[src/rtl/dmem_if.sv]
// dmem_if: request/grant/read-return and BRAM port bundle shared by the data-memory arbiter and its masters
interface dmem_if #(
  parameter int DATA_W = 32,
  parameter int ADDR_W = 10
);
  logic              cpu_req, cpu_we, cpu_gnt, cpu_stall, cpu_rvalid;
  logic [ADDR_W-1:0] cpu_addr;
  logic [DATA_W-1:0] cpu_wdata, cpu_rdata;
  logic              dma_req, dma_we, dma_lock, dma_gnt, dma_rvalid;
  logic [ADDR_W-1:0] dma_addr;
  logic [DATA_W-1:0] dma_wdata, dma_rdata;
  logic              mem_en, mem_we;
  logic [ADDR_W-1:0] mem_addr;
  logic [DATA_W-1:0] mem_wdata, mem_rdata;
  modport slave (
    input  cpu_req, cpu_we, cpu_addr, cpu_wdata,
    input  dma_req, dma_we, dma_addr, dma_wdata, dma_lock,
    input  mem_rdata,
    output cpu_gnt, cpu_stall, cpu_rvalid, cpu_rdata,
    output dma_gnt, dma_rvalid, dma_rdata,
    output mem_en, mem_we, mem_addr, mem_wdata
  );
  modport master (
    output cpu_req, cpu_we, cpu_addr, cpu_wdata,
    output dma_req, dma_we, dma_addr, dma_wdata, dma_lock,
    output mem_rdata,
    input  cpu_gnt, cpu_stall, cpu_rvalid, cpu_rdata,
    input  dma_gnt, dma_rvalid, dma_rdata,
    input  mem_en, mem_we, mem_addr, mem_wdata
  );
endinterface

[src/rtl/dmem_arbiter.sv]
// dmem_arbiter: CPU-first arbiter for the shared data BRAM port with DMA starvation guard and bounded DMA lock
module dmem_arbiter #(
  parameter int DATA_W     = 32,
  parameter int ADDR_W     = 10,
  parameter int STARVE_LIM = 4,
  parameter int LOCK_MAX   = 16
) (
  input logic   clk,
  input logic   rst_n,
  dmem_if.slave bus
);
  localparam int WW = $clog2(STARVE_LIM + 1);
  localparam int LW = $clog2(LOCK_MAX + 1);
  typedef enum logic {ARB, LOCKED} state_t;
  state_t            state;
  logic [WW-1:0]     wait_cnt;
  logic [LW-1:0]     lock_cnt;
  logic              starve, cpu_gnt, dma_gnt, cpu_rvalid, dma_rvalid;
  logic [ADDR_W-1:0] addr;
  logic [DATA_W-1:0] wdata;
  assign starve  = wait_cnt == WW'(STARVE_LIM);
  assign cpu_gnt = state == ARB && bus.cpu_req && !(starve && bus.dma_req);
  // in LOCKED cpu_gnt is already 0, so the DMA simply gets whatever it asks for
  assign dma_gnt = bus.dma_req && !cpu_gnt;
  always_comb begin
    addr  = cpu_gnt ? bus.cpu_addr  : dma_gnt ? bus.dma_addr  : '0;
    wdata = cpu_gnt ? bus.cpu_wdata : dma_gnt ? bus.dma_wdata : '0;
  end
  assign bus.cpu_gnt    = cpu_gnt;
  assign bus.dma_gnt    = dma_gnt;
  assign bus.cpu_stall  = bus.cpu_req && !cpu_gnt;
  assign bus.mem_en     = cpu_gnt || dma_gnt;
  assign bus.mem_we     = cpu_gnt ? bus.cpu_we : dma_gnt && bus.dma_we;
  assign bus.mem_addr   = addr;
  assign bus.mem_wdata  = wdata;
  assign bus.cpu_rdata  = bus.mem_rdata;
  assign bus.dma_rdata  = bus.mem_rdata;
  assign bus.cpu_rvalid = cpu_rvalid;
  assign bus.dma_rvalid = dma_rvalid;
  always_ff @(posedge clk or negedge rst_n)
    if (!rst_n) begin
      state      <= ARB;
      wait_cnt   <= '0;
      lock_cnt   <= '0;
      cpu_rvalid <= 1'b0;
      dma_rvalid <= 1'b0;
    end else begin
      cpu_rvalid <= cpu_gnt && !bus.cpu_we;
      dma_rvalid <= dma_gnt && !bus.dma_we;
      wait_cnt   <= (dma_gnt || !bus.dma_req) ? '0 : starve ? wait_cnt : wait_cnt + 1'b1;
      if (state == ARB) begin
        state    <= (dma_gnt && bus.dma_lock) ? LOCKED : ARB;
        lock_cnt <= '0;
      end else if (!bus.dma_lock || lock_cnt == LW'(LOCK_MAX - 1)) begin
        state    <= ARB;
        lock_cnt <= '0;
      end else
        lock_cnt <= lock_cnt + 1'b1;
    end
endmodule
[src/flat_wrapper.sv]
// flat-port wrapper written by rule: the top's interface ports become plain ports
module dmem_arbiter_flat 
#(
  parameter int DATA_W     = 32,
  parameter int ADDR_W     = 10,
  parameter int STARVE_LIM = 4,
  parameter int LOCK_MAX   = 16
)
  (clk, rst_n, bus_cpu_req, bus_cpu_we, bus_cpu_addr, bus_cpu_wdata, bus_dma_req, bus_dma_we, bus_dma_addr, bus_dma_wdata, bus_dma_lock, bus_mem_rdata, bus_cpu_gnt, bus_cpu_stall, bus_cpu_rvalid, bus_cpu_rdata, bus_dma_gnt, bus_dma_rvalid, bus_dma_rdata, bus_mem_en, bus_mem_we, bus_mem_addr, bus_mem_wdata);
  dmem_if #(.DATA_W(DATA_W), .ADDR_W(ADDR_W)) bus_i ();
  input logic clk;
  input logic rst_n;
  input wire logic [$bits(bus_i.cpu_req)-1:0] bus_cpu_req;
  input wire logic [$bits(bus_i.cpu_we)-1:0] bus_cpu_we;
  input wire logic [$bits(bus_i.cpu_addr)-1:0] bus_cpu_addr;
  input wire logic [$bits(bus_i.cpu_wdata)-1:0] bus_cpu_wdata;
  input wire logic [$bits(bus_i.dma_req)-1:0] bus_dma_req;
  input wire logic [$bits(bus_i.dma_we)-1:0] bus_dma_we;
  input wire logic [$bits(bus_i.dma_addr)-1:0] bus_dma_addr;
  input wire logic [$bits(bus_i.dma_wdata)-1:0] bus_dma_wdata;
  input wire logic [$bits(bus_i.dma_lock)-1:0] bus_dma_lock;
  input wire logic [$bits(bus_i.mem_rdata)-1:0] bus_mem_rdata;
  output wire logic [$bits(bus_i.cpu_gnt)-1:0] bus_cpu_gnt;
  output wire logic [$bits(bus_i.cpu_stall)-1:0] bus_cpu_stall;
  output wire logic [$bits(bus_i.cpu_rvalid)-1:0] bus_cpu_rvalid;
  output wire logic [$bits(bus_i.cpu_rdata)-1:0] bus_cpu_rdata;
  output wire logic [$bits(bus_i.dma_gnt)-1:0] bus_dma_gnt;
  output wire logic [$bits(bus_i.dma_rvalid)-1:0] bus_dma_rvalid;
  output wire logic [$bits(bus_i.dma_rdata)-1:0] bus_dma_rdata;
  output wire logic [$bits(bus_i.mem_en)-1:0] bus_mem_en;
  output wire logic [$bits(bus_i.mem_we)-1:0] bus_mem_we;
  output wire logic [$bits(bus_i.mem_addr)-1:0] bus_mem_addr;
  output wire logic [$bits(bus_i.mem_wdata)-1:0] bus_mem_wdata;
  assign bus_i.cpu_req = bus_cpu_req;
  assign bus_i.cpu_we = bus_cpu_we;
  assign bus_i.cpu_addr = bus_cpu_addr;
  assign bus_i.cpu_wdata = bus_cpu_wdata;
  assign bus_i.dma_req = bus_dma_req;
  assign bus_i.dma_we = bus_dma_we;
  assign bus_i.dma_addr = bus_dma_addr;
  assign bus_i.dma_wdata = bus_dma_wdata;
  assign bus_i.dma_lock = bus_dma_lock;
  assign bus_i.mem_rdata = bus_mem_rdata;
  assign bus_cpu_gnt = bus_i.cpu_gnt;
  assign bus_cpu_stall = bus_i.cpu_stall;
  assign bus_cpu_rvalid = bus_i.cpu_rvalid;
  assign bus_cpu_rdata = bus_i.cpu_rdata;
  assign bus_dma_gnt = bus_i.dma_gnt;
  assign bus_dma_rvalid = bus_i.dma_rvalid;
  assign bus_dma_rdata = bus_i.dma_rdata;
  assign bus_mem_en = bus_i.mem_en;
  assign bus_mem_we = bus_i.mem_we;
  assign bus_mem_addr = bus_i.mem_addr;
  assign bus_mem_wdata = bus_i.mem_wdata;
  dmem_arbiter #(.DATA_W(DATA_W), .ADDR_W(ADDR_W), .STARVE_LIM(STARVE_LIM), .LOCK_MAX(LOCK_MAX)) u_core (.clk(clk), .rst_n(rst_n), .bus(bus_i));
endmodule
[config.mk]
export PLATFORM = sky130hd
export DESIGN_NAME = dmem_arbiter_flat
export DESIGN_NICKNAME = d
export VERILOG_FILES = /design/src/rtl/dmem_if.sv /design/src/rtl/dmem_arbiter.sv /design/src/flat_wrapper.sv
export SDC_FILE = /design/constraint.sdc
export NUM_CORES = 1
export LEC_CHECK = 0
export ABC_AREA = 1
export BUFFER_PORTS_ARGS = -buffer_cell sky130_fd_sc_hd__buf_2
export CAP_MARGIN = 20
export CORE_AREA = 3 3 89 91
export DETAILED_ROUTE_END_ITERATION = 8
export DIE_AREA = 0 0 92 94
export GPL_ROUTABILITY_DRIVEN = 0
export SLEW_MARGIN = 20
export SYNTH_ARGS = -nofsm -noshare
export SYNTH_HDL_FRONTEND = slang
export SYNTH_SLANG_ARGS = --single-unit
[constraint.sdc]
create_clock -name clk -period 2 [get_ports clk]
set_input_delay 0.2 -clock clk [delete_from_list [all_inputs] [get_ports clk]]
set_output_delay 0.2 -clock clk [all_outputs]
set_load 0.01 [all_outputs]
=== Word-level counts from Yosys, hierarchy flattened ===
Cells that the tools add are included.

* Register bits after elaboration: 11
* Input port bits: 123
* Output and inout bits: 113
* Word-level logic and storage cells: 41

* Bitwise operators: 1
* $add $sub $neg: 2
* Equality and inequality tests: 3
* Reduce and logical (&&, ||, !) cells: 18
* Mux-type cells: 12

{| class="wikitable"
|+ Operators with widths
! operator !! count
|-
| $mux 32 || 2
|-
| $mux 10 || 2
|-
| $mux 5 || 2
|-
| $logic_and 1x1->1 || 9
|-
| $logic_not 1->1 || 6
|-
| $mux 3 || 2
|-
| $add 5x1->5 const B || 1
|-
| $eq 5x4->1 const B || 1
|-
| $mux 1 || 4
|-
| $add 3x1->3 const B || 1
|-
| $eq 3x3->1 const B || 1
|-
| $logic_or 1x1->1 || 3
|-
| $ne 2x2->1 const B || 1
|-
| $not 1->1 || 1
|}

=== Longest topological paths before layout ===
Gate-level depths: netlist of the first run.

* Word-level depth: 9
* Gate-level depth with buffers: 7
* Gate-level depth less buffers: 7

=== Least setup slack after synthesis of the first run ===
Ideal clock, no wire load.

* Path kind: reg2out
* From: reg u_core.wait_cnt[0]
* To: out bus_mem_wdata[10]
* Setup slack: 0.580 ns
* Arrival time: 1.220 ns
* Required time: 1.800 ns
* Cell stages (with the launch flop): 7
* Cells stage by stage: dfrtp_1 inv_1 ha_1 nand3_2 buf_1 nand3_1 nand2_1

* Word-level cells in the longest chain between the ends: 8

{| class="wikitable"
|+ RTL lines
! element !! RTL line !! source
|-
| start: declaration || dmem_arbiter.sv:16 || <nowiki>logic [WW-1:0] wait_cnt;</nowiki>
|-
| start signal: assignment || dmem_arbiter.sv:50 || <nowiki>wait_cnt <= (dma_gnt || !bus.dma_req) ? '0 : starve ? wait_cnt : wait_cnt + 1'b1;</nowiki>
|-
| $eq 3x3->1 * || dmem_arbiter.sv:21 || <nowiki>assign starve = wait_cnt == WW'(STARVE_LIM);</nowiki>
|-
| $logic_and 1x1->1 * || dmem_arbiter.sv:22 || <nowiki>assign cpu_gnt = state == ARB && bus.cpu_req && !(starve && bus.dma_req);</nowiki>
|-
| $logic_not 1->1 * || dmem_arbiter.sv:22 ||
|-
| $logic_and 1x1->1 * || dmem_arbiter.sv:22 ||
|-
| $logic_not 1->1 || dmem_arbiter.sv:24 || <nowiki>assign dma_gnt = bus.dma_req && !cpu_gnt;</nowiki>
|-
| $logic_and 1x1->1 || dmem_arbiter.sv:24 ||
|-
| $mux 32 || dmem_arbiter.sv:27 || <nowiki>wdata = cpu_gnt ? bus.cpu_wdata : dma_gnt ? bus.dma_wdata : '0;</nowiki>
|-
| $mux 32 * || dmem_arbiter.sv:27 ||
|-
| end: declaration || flat_wrapper.sv:33 || <nowiki>output wire logic [$bits(bus_i.mem_wdata)-1:0] bus_mem_wdata;</nowiki>
|}

Every way passes the cells marked *; elsewhere a longest branch is shown, timed or not.

=== Final worst setup path of the first run ===
* From: reg u_core.state
* To: out bus_mem_wdata[3]

* Word-level cells in the longest chain between the ends: 7

{| class="wikitable"
|+ RTL lines
! element !! RTL line !! source
|-
| start: declaration || dmem_arbiter.sv:15 || <nowiki>state_t state;</nowiki>
|-
| start signal: assignment || dmem_arbiter.sv:52 || <nowiki>state <= (dma_gnt && bus.dma_lock) ? LOCKED : ARB;</nowiki>
|-
| $not 1->1 * || dmem_arbiter.sv:22 ||
|-
| $logic_and 1x1->1 * (2 in series) || dmem_arbiter.sv:22 ||
|-
| $logic_not 1->1 || dmem_arbiter.sv:24 ||
|-
| $logic_and 1x1->1 || dmem_arbiter.sv:24 ||
|-
| $mux 32 || dmem_arbiter.sv:27 ||
|-
| $mux 32 * || dmem_arbiter.sv:27 ||
|}

Marks and branches as above.

==> summary.md, run 1 <==
| Metric | Value |
|---|---|
| Max-Cap Viols | `0` |
| Worst Skew | `0.499 ps` |
| Leak | `1.31 nW` |
| Setup CP Type | `flip-flop to output pin` |
| Yosys reg bits | `11` |
| RSZ-0062 raised after global routing | `no` |
| Die area | `8650 um2` |
| Crit Path Max Fanout | `25` |
| Average routed wire per standard cell | `14.3 um` |
| Post-synth EDFFs | `0` |
| Clk sinks | `11` |
| Root Driver | `clkbuf_8` |
| Mapped cell area | `~1700 um2` |
| Cell Pwr Density | `444 nW/um2` |
| Worst Hold Class | `primary input to flip-flop` |
| Slew margin rel. | `0.762` |
| # setup viols final | `0` |
| Fin Setup TNS | `0 ps` |
| Period utilization | `0.931` |
| Fin cells | `440` |
| Tot GR Track Use | `0.136` |
| DPL Wire Length | `5180 um` |
| Most frequent cell after synthesis | `nand3_1` |
| Grt ovf | `0` |
| Outcome | `finished, final reports clean` |
| Pwr Total | `0.928 mW` |
| Input/output buffers | `139` |
| Top FF cell, synth | `dfrtp_1` |
| CP delay by family, top | `simple AND/OR/NAND/NOR gates` |
| Largest stage delay, worst path | `410 ps` |
| CP cell instances | `nor2_4, buf_4, nand3_1, nand2_1, buf_2` |
| Final min period | `1860 ps` |
| Vias in the first global route | `1895` |
| Layout area overhead | `22.9%` |
| CTS tree | `yes` |
| Initial Util | `0.236` |
| Detailed-route wire length | `about 6300 um` |
| Util after Layout | `0.290` |
| Vias | `1973` |
| Post-route ant nets | `0` |
| CTS buffer count | `3` |
| Largest cells by area after synthesis | `buf_4 28%, nand3_1 26%, dfrtp_1 16%, nand2_1 11%, nor2_1 3.1%` |
| Core ar. | `just over 7000 um2` |
| Synth top cells by count | `87 x nand3_1, 64 x buf_4, 51 x nand2_1` |
| N_diodes | `0` |
| Post-route DRC violation count | `0` |
| Initial antenna violation count | `0` |
| Sequential area share after synthesis | `0.162` |
| Critical-path top delay cell | `dfrtp_1` |
| CP Buf/Inv Count | `2` |
| Syn Inst Count | `about 270` |
| Area leader, netlist | `buf_4` |
| Drt first pass iters | `4` |
| Layout cells sized above 1 | `0.457` |
| Ports | `around 240` |
| Worst-Margin Slew | `357 ps` |
| Vias per cell | `around 4.5` |
| Cell row count | `31` |
| Final Hold Vio Count | `0` |
| Worst EP required | `1800 ps` |
| Mapped Avg Cell Area | `6.33 um2` |
| Clk slew on worst S/H paths | `approximately 50 ps` |
| Async SR Flop Fraction | `1.00` |
| VDD IR-drop max | `0.000246 V` |
| CP Capture Type | `output pin` |
| Clock buffer depth | `2` |
| Drt first-iter violations | `67` |
| Clock H-tree levels | `1` |
| Die Height | `94 um` |
| Worst-Skew Late Latency | `240 ps` |
| Die width | `92 um` |
| Slew Viols, Final | `0` |
| Worst setup SP type | `flip-flop` |
| Placed cells | `between 400 and 500` |
| Worst EP arrival | `1660 ps` |
| First-pass GRT wire length | `approximately 9400 um` |
| YS warnings | `0` |
| Final net count | `469` |
| Syn nets | `396` |
| Post-synth cell types | `19` |
| Top cell type's share of synthesized area | `0.282` |
| Largest net degree at the start of global routing | `37` |
| FMAX | `0.537 GHz` |
-- worst paths after layout --
kind / startpoint / endpoint / slack [ps] / cells past startpoint
max in group asynchronous: rst_n / u_core.wait_cnt[2] / 1440 / 2
worst min register to register: u_core.lock_cnt[0] / u_core.lock_cnt[0] / 450 / 1
worst min-delay path: bus_dma_we / u_core.bus.dma_rvalid / 140 / 2
min in group asynchronous: rst_n / u_core.bus.dma_rvalid / 360 / 2
worst max register to register: u_core.wait_cnt[0] / u_core.bus.dma_rvalid / 590 / 7
worst max-delay path: u_core.state / bus_mem_wdata[3] / 140 / 5
-- metal layers --
layer | routed length, um | vias up | global-route usage
li1 | - | 954 | -
met1 | 2310 | 860 | 0.157
met2 | 3020 | 134 | 0.237
met3 | 799 | 25 | 0.0441
met4 | 159 | 0 | 0.0458
met5 | 0 | - | 0
-- stage by stage --
stage	instance area (um2)	hold slack, ps	setup WS, ps
finish	2090	138	137
global route	2090	138	5.42
CTS	2050	135	69.2
detailed placement	2000	85.4	332
global placement	2000	81.7	364
floorplan	1700	-95.6	580
-- logic make-up (layout without fill, tap and decap cells) --
| family | Yosys count | after routing | share of synthesized area |
|---|---|---|---|
| buffers and inverters | 95 | 166 | 0.374 |
| adder cells (fa/ha/maj) | 4 | 4 | 0.0294 |
| AO/OA/AOI/OAI | 1 | 1 | 0.00294 |
| AND/OR/NAND/NOR | 157 | 158 | 0.426 |
| XOR/XNOR | 1 | 1 | 0.00515 |
| flip-flops | 11 | 11 | 0.162 |
-- area by class of cell --
type	instances	area [um2]
clock buffers	4	45.0
fillers	840	5120
inverters	14	52.6
multi-input cells	164	817
flip-flops and latches	11	275
well taps	99	124
repair buffers	148	777
-- cell usage in the layout (no fill, tap or decap), drive strengths merged --
cell         count
buf            147
clkbuf           4
inv             14
nor2            15
o21ai            1
nand2           53
nand3           88
dlygate4sd3      1
or2              1
dfrtp           11
nand3b           1
xnor2            1
ha               4
-- sequential cells by signal, indices dropped and copies added, names as in the netlist --
name	flops
u_core.bus.dma_rvalid	1
u_core.bus.cpu_rvalid	1
u_core.lock_cnt	5
u_core.state	1
u_core.wait_cnt	3
-- worst register-to-register path: cells and delay by family, from the launching register on --
kind          cells  cell delay, ps
simple gates      4             500
flops             1             390
buf+inv           2             260
fa+ha+maj         1             180
-- repair_timing --
action	4_1_cts	5_1_grt
gates resized for setup	0	5
setup endpoints to repair	0	27
endpoints found under the hold margin	11	0
hold buffers	1	0
setup buffers	0	0
-- report_power, final --
part | switching (mW) | total (mW) | leakage [nW] | internal [mW]
registers | 0.00632 | 0.238 | 0.150 | 0.232
clock network | 0.0788 | 0.218 | 0.0228 | 0.140
logic | 0.267 | 0.472 | 1.14 | 0.204
total | 0.353 | 0.928 | 1.31 | 0.576
Power figures use the tool's default switching activity.
==> inputs of run 2 (changes only) <==
Settings changed: BUFFER_PORTS_ARGS -buffer_cell sky130_fd_sc_hd__buf_2 to not set, CAP_MARGIN 20 to 30, DONT_BUFFER_PORTS set to 1, GPL_ROUTABILITY_DRIVEN 0 to not set.
==> run 2 against run 1 <==
  * Sequential share of layout area up 7.2 points
  * First-iteration DRC count is 24% lower
  * Total power shrank 20%
  * Combinational power shrank 41%
  * Maximum frequency fell by 1.7%
==> summary.md, run 2 (synthesis results as in run 1) <==
| Metric | Value |
|---|---|
| Net Sw Power | `roughly 0.29 mW` |
| RSZ-0062 raised after global routing | `no` |
| Worst Skew | `1.34 ps` |
| Layout cells sized above 1 | `0.0657` |
| Slew margin rel. | `0.656` |
| Comb power frac | `0.377` |
| Clock H-tree levels | `1` |
| WL met3 | `735 um` |
| Post-route DRC violation count | `0` |
| R2R Setup Slk | `510 ps` |
| Core ar. | `7210 um2` |
| Root Driver | `clkbuf_8` |
| Most flops, register | `u_core.lock_cnt` |
| Hold EP | `u_core.bus.dma_rvalid` |
| Biggest regs | `u_core.lock_cnt: 5 flops, u_core.wait_cnt: 3 flops` |
| Worst setup SP type | `flip-flop` |
| Placed Area | `1280 um2` |
| # fillers | `846` |
| Post-CTS setup buffers | `0` |
| Die area | `8650 um2` |
| VDD IR-drop max | `between 0.0003 and 0.0004 V` |
| Commonest non-fill, non-tap cell in the layout | `nand3_1` |
| Vias | `roughly 1400` |
| Period utilization | `0.948` |
| Routed length on met2 | `2950 um` |
| Max layer used | `met4` |
| Largest net degree at the start of global routing | `49` |
| Reg power frac | `0.324` |
| Final min period | `1900 ps` |
| Placer Congestion | `0.642` |
| N_diodes | `0` |
| Input/output buffers | `0` |
| WL met1 | `~2000 um` |
| Hold Crit Depth | `1` |
| Final net count | `around 330` |
| Final Cell Area | `1350 um2` |
| Clock buffer depth | `2` |
| Ports | `236` |
| Average routed wire per standard cell | `19.8 um` |
| Worst-Margin Slew | `~510 ps` |
| Worst EP required | `1800 ps` |
| Hold Crit Start | `bus_dma_we` |
| Max-Cap Viols | `0` |
| Outcome | `finished, final reports clean` |
| Drt first pass iters | `4` |
| Int Pwr | `0.449 mW` |
| Die Height | `approximately 94 um` |
| Vias in the first global route | `1327` |
| CTS buffer count | `3` |
| Setup CP Type | `flip-flop to output pin` |
| Worst EP arrival | `1700 ps` |
| Reg-to-Reg End | `u_core.wait_cnt[1]` |
| Clk slew on worst S/H paths | `roughly 50 ps` |
| Commonest cells after routing, fill and taps aside | `87 x nand3_1, 51 x nand2_1, 14 x nor2_1` |
| Leak | `0.716 nW` |
| Worst Hold Class | `primary input to flip-flop` |
| FF-to-FF path depth | `6` |
| FMAX | `0.528 GHz` |
| Crit Path Max Fanout | `44` |
| Layout area overhead | `-20.7%` |
| Die width | `92 um` |
| Fin Setup TNS | `0 ps` |
| Drt first-iter violations | `51` |
| Critical R2R Launch | `u_core.wait_cnt[0]` |
| Clk pwr share | `0.299` |
| Switching share of power | `0.396` |
| DPL Wire Length | `4600 um` |
| Grt ovf | `0` |
| CTS tree | `yes` |
| Initial Util | `0.236` |
| Largest register FFs | `5` |
| Worst-Skew Late Latency | `~240 ps` |
| Tot GR Track Use | `0.120` |
| Clk sinks | `11` |
| Initial antenna violation count | `0` |
| Fin cells | `297` |
| Slew Viols, Final | `0` |
| Final Hold Vio Count | `0` |
| CP Capture Type | `output pin` |
| First-pass GRT wire length | `7800 um` |
| Pwr Total | `0.742 mW` |
| Detailed-route wire length | `just under 6000 um` |
| Vias per cell | `4.88` |
| Cell row count | `31` |
| Placed cells | `292` |
| Cell Pwr Density | `approximately 550 nW/um2` |
| Post-route ant nets | `0` |
| # setup viols final | `0` |
-- run 2: worst max-delay path by stage --
stage	depth (start not counted)	endpoint	start	slack, ps
5_1_grt	6	bus_mem_wdata[3]	u_core.wait_cnt[0]	5
6_report	6	bus_mem_wdata[3]	u_core.wait_cnt[0]	100
2_1_floorplan	6	bus_mem_wdata[10]	u_core.wait_cnt[0]	580
3_5_place_dp	6	bus_mem_wdata[3]	u_core.wait_cnt[0]	250
4_1_cts	6	bus_mem_wdata[3]	u_core.wait_cnt[0]	7
3_3_place_gp	6	bus_mem_wdata[3]	u_core.wait_cnt[0]	330
-- run 2: stage by stage --
stage | util | hold slack (ps) | setup slack [ps]
after floorplan | - | -95.6 | 580
after global placement | 0.177 | -95.3 | 326
after detailed placement | 0.177 | -95.3 | 248
after CTS | 0.185 | 29.8 | 7.03
after global routing | 0.187 | 31.8 | 5.00
final | 0.187 | 30.5 | 105
-- run 2: repair_timing --
action                                 in CTS  in global routing
resized for setup                           0                  3
hold buffers                                1                  0
setup endpoints to repair                   0                 28
endpoints found under the hold margin      11                  0
-- run 2: routing by layer --
layer  vias up  GRT usage
met3        22     0.0361
met2       136      0.221
met4         0     0.0495
li1        666          -
met5         -          0
met1       625      0.127
-- run 2: power groups by stage --
stage / Sequential, mW / Combinational (mW) / Clock [mW]
4_1_cts: 0.241 / 0.286 / 0.230
6_report: 0.240 / 0.280 / 0.222
5_1_grt: 0.241 / 0.315 / 0.245
3_3_place_gp: 0.244 / 0.275 / 0
2_1_floorplan: 0.242 / 0.373 / 0
3_5_place_dp: 0.244 / 0.280 / 0
-- run 2: layout make-up --
cell class,count,area [um2],area share
Sequential cell,11,275,0.204
Inverter,14,52.6,0.0390
Clock buffer,4,45.0,0.0334
Timing Repair Buffer,6,53.8,0.0399
Multi-Input combinational cell,163,798,0.592
Tap cell,99,124,0.0918
-- run 2: worst max-delay path: stages (launching register included) --
cell	delay [ps]
dfrtp_1	360
inv_1	60
ha_1	200
nand3_2	130
clkbuf_8	340
nand3_1	190
nand2_1	160
==> inputs of run 3 (changes only) <==
Settings changed: ABC_AREA 1 to not set, CORE_AREA 3 3 89 91 to 3 3 91 93, DIE_AREA 0 0 92 94 to 0 0 94 96.
==> run 3 against run 2 <==
  * Synthesized cell count fell by 39%
  * Final cell count fell by 32%
  * Critical path type unchanged
  * Clock skew rose by 1.1 ps
==> summary.md, run 3 <==
| Metric | Value |
|---|---|
| Outcome | `finished, final reports clean` |
| Root Driver | `clkbuf_8` |
| Final Hold Vio Count | `0` |
| Die area | `around 9000 um2` |
| Largest family of logic cells by synthesized area | `buffers and inverters` |
| Core ar. | `7610 um2` |
| Fin Setup TNS | `0 ps` |
| Post-Synth Adder-Cell Area | `0.0340` |
| Drt first-iter violations | `33` |
| Commonest cells after routing, fill and taps aside | `41 x a22o_1, 11 x dfrtp_1, 8 x nor2_1` |
| Most flops, register | `u_core.lock_cnt` |
| Top FF cell, synth | `dfrtp_1` |
| Placed cells | `197` |
| Post-synthesis mux area share | `0.00680` |
| Biggest regs | `u_core.lock_cnt: 5 flops, u_core.wait_cnt: 3 flops` |
| GR peak layer | `met2` |
| Leak | `0.496 nW` |
| Final min period | `1890 ps` |
| Largest net degree at the start of global routing | `46` |
| GR Util met3 | `0.0516` |
| Post-synth cell types | `26` |
| Multi-input gate area | `~650 um2` |
| Largest stage delay, worst path | `390 ps` |
| CTS buffer count | `3` |
| Area leader, netlist | `buf_4` |
| Die Height | `around 96 um` |
| Worst-Skew Late Latency | `around 230 ps` |
| Tot GR Track Use | `0.0911` |
| Fin cells | `203` |
| Clock H-tree levels | `1` |
| VDD IR-drop max | `0.000311 V` |
| Cell Pwr Density | `580 nW/um2` |
| Worst Hold Class | `primary input to flip-flop` |
| Largest register FFs | `5` |
| Initial antenna violation count | `0` |
| Die width | `94 um` |
| CP delay by family, top | `compound AO/OA/AOI/OAI gates` |
| Vias in the first global route | `909` |
| Clk pwr share | `0.306` |
| Syn Inst Count | `163` |
| Synth Area in Simple Gates | `0.0910` |
| Sequential area share after synthesis | `0.187` |
| Grt ovf | `0` |
| Register area | `275 um2` |
| # fillers | `874` |
| Setup CP Type | `flip-flop to output pin` |
| Max-Cap Viols | `0` |
| CP Buf/Inv Count | `2` |
| Ports | `236` |
| YS warnings | `0` |
| FF-to-FF path depth | `5` |
| Yosys reg bits | `11` |
| Synth top cells by count | `65 x buf_4, 43 x a22o_1, 11 x dfrtp_1` |
| Clock buffer depth | `2` |
| CTS tree | `yes` |
| Crit Path Max Fanout | `23` |
| Syn nets | `290` |
| CP Capture Type | `output pin` |
| Most frequent cell after synthesis | `buf_4` |
| Commonest non-fill, non-tap cell in the layout | `a22o_1` |
| Clk slew on worst S/H paths | `50 ps` |
| Layout area overhead | `-18.9%` |
| Reg power frac | `0.340` |
| Drt first pass iters | `4` |
| CP Depth | `6` |
| GRT met2 Usage | `0.143` |
| Largest cells by area after synthesis | `buf_4 33%, a22o_1 26%, dfrtp_1 19%, ha_1 3.4%, buf_6 3.1%` |
| Worst-Margin Slew | `487 ps` |
| Average routed wire per standard cell | `between 20 and 25 um` |
| Layout cells sized above 1 | `0.158` |
| Post-route DRC violation count | `0` |
| # setup viols final | `0` |
| Worst Skew | `2.48 ps` |
| Worst EP arrival | `1690 ps` |
| Int Pwr | `around 0.47 mW` |
| Input/output buffers | `0` |
| Comb power frac | `0.354` |
| Clk sinks | `11` |
| Initial Util | `0.193` |
| Worst setup SP type | `flip-flop` |
| Placer Congestion | `0.668` |
| Cell row count | `32` |
| Post-synth EDFFs | `0` |
| Worst EP required | `1800 ps` |
| Synth Area in XOR/XNOR | `0.0119` |
| Async SR Flop Fraction | `1.00` |
| RSZ-0062 raised after global routing | `no` |
| Final net count | `229` |
| Critical-path top delay cell | `dfrtp_1` |
| Switching share of power | `0.327` |
| Top cell type's share of synthesized area | `0.332` |
| Mapped cell area | `1470 um2` |
| Net Sw Power | `0.227 mW` |
| Detailed-route wire length | `4920 um` |
| Slew margin rel. | `0.674` |
| Post-route ant nets | `0` |
| FMAX | `around 0.53 GHz` |
| Vias | `between 900 and 1000` |
| First-pass GRT wire length | `~6000 um` |
| Mapped Avg Cell Area | `9.03 um2` |
| N_diodes | `0` |
| Slew Viols, Final | `0` |
| DPL Wire Length | `about 3900 um` |
| Hold Crit Depth | `1` |
| Period utilization | `0.945` |
| CP cell instances | `inv_1, ha_2, nand2_2, a21boi_4, buf_12, a22o_1` |
| Vias per cell | `about 4.5` |
| Post-synthesis compound-gate area fraction | `0.287` |
| Met1 Use GR | `0.104` |
run 3: cell families (layout without fill, tap and decap cells):
family          count (synthesis)  after routing
simple gates                   23             23
buf+inv                        76             14
flops                          11             11
mux                             1              1
fa+ha+maj                       4              4
xor+xnor                        2              2
compound gates                 46             46
run 3: worst paths after layout:
| kind | startpoint | to | slack [ps] |
|---|---|---|---|
| setup / recovery | u_core.wait_cnt[0] | bus_mem_wdata[4] | 110 |
| hold / removal | bus_cpu_we | u_core.bus.cpu_rvalid | 30 |
| setup reg to reg | u_core.lock_cnt[0] | u_core.lock_cnt[3] | 550 |
| hold reg to reg | u_core.wait_cnt[0] | u_core.wait_cnt[0] | 460 |
| max in group asynchronous | rst_n | u_core.state | 1300 |
| min in group asynchronous | rst_n | u_core.lock_cnt[1] | 370 |
run 3: per-layer routing:
layer,wire [um],vias up
li1,-,392
met1,1800,424
met2,2330,86
met3,732,11
met4,62,0
met5,0,-
run 3: worst register-to-register path, stage by stage (launching register included):
cell      delay, ps
dfrtp_1         390
ha_1            220
and3_1          190
ha_1            180
nand3b_1        250
nor2_1          150
run 3: area by class of cell:
cell class              count  area share
multi-input cells          76       0.547
inverters                   4      0.0126
flip-flops and latches     11       0.231
repair buffers              6      0.0650
well taps                 102       0.107
clock buffers               4      0.0377
run 3: repair_timing:
item	in CTS	in global routing
setup buffers	0	0
hold buffers	1	0
resized for setup	0	3
setup endpoints to repair	0	19
hold endpoints to repair	11	0
run 3: stage by stage:
step	total power, mW	utilization	cell area (um2)	worst slack, ps	hold WS (ps)
after floorplan	0.561	-	1470	420	-95.6
after global placement	0.463	0.144	1090	338	-95.3
after detailed placement	0.465	0.144	1090	300	-95.3
after CTS	0.689	0.151	1150	42.6	31.0
after global routing	0.734	0.157	1190	21.9	25.2
final	0.693	0.157	1190	111	31.7
run 3: power groups by stage:
stage          Sequential [mW]  Combinational, mW  Clock [mW]
6_report                 0.235              0.246       0.212
5_1_grt                  0.236              0.265       0.233
4_1_cts                  0.235              0.235       0.219
3_5_place_dp             0.239              0.227           0
3_3_place_gp             0.239              0.224           0
2_1_floorplan            0.238              0.324           0
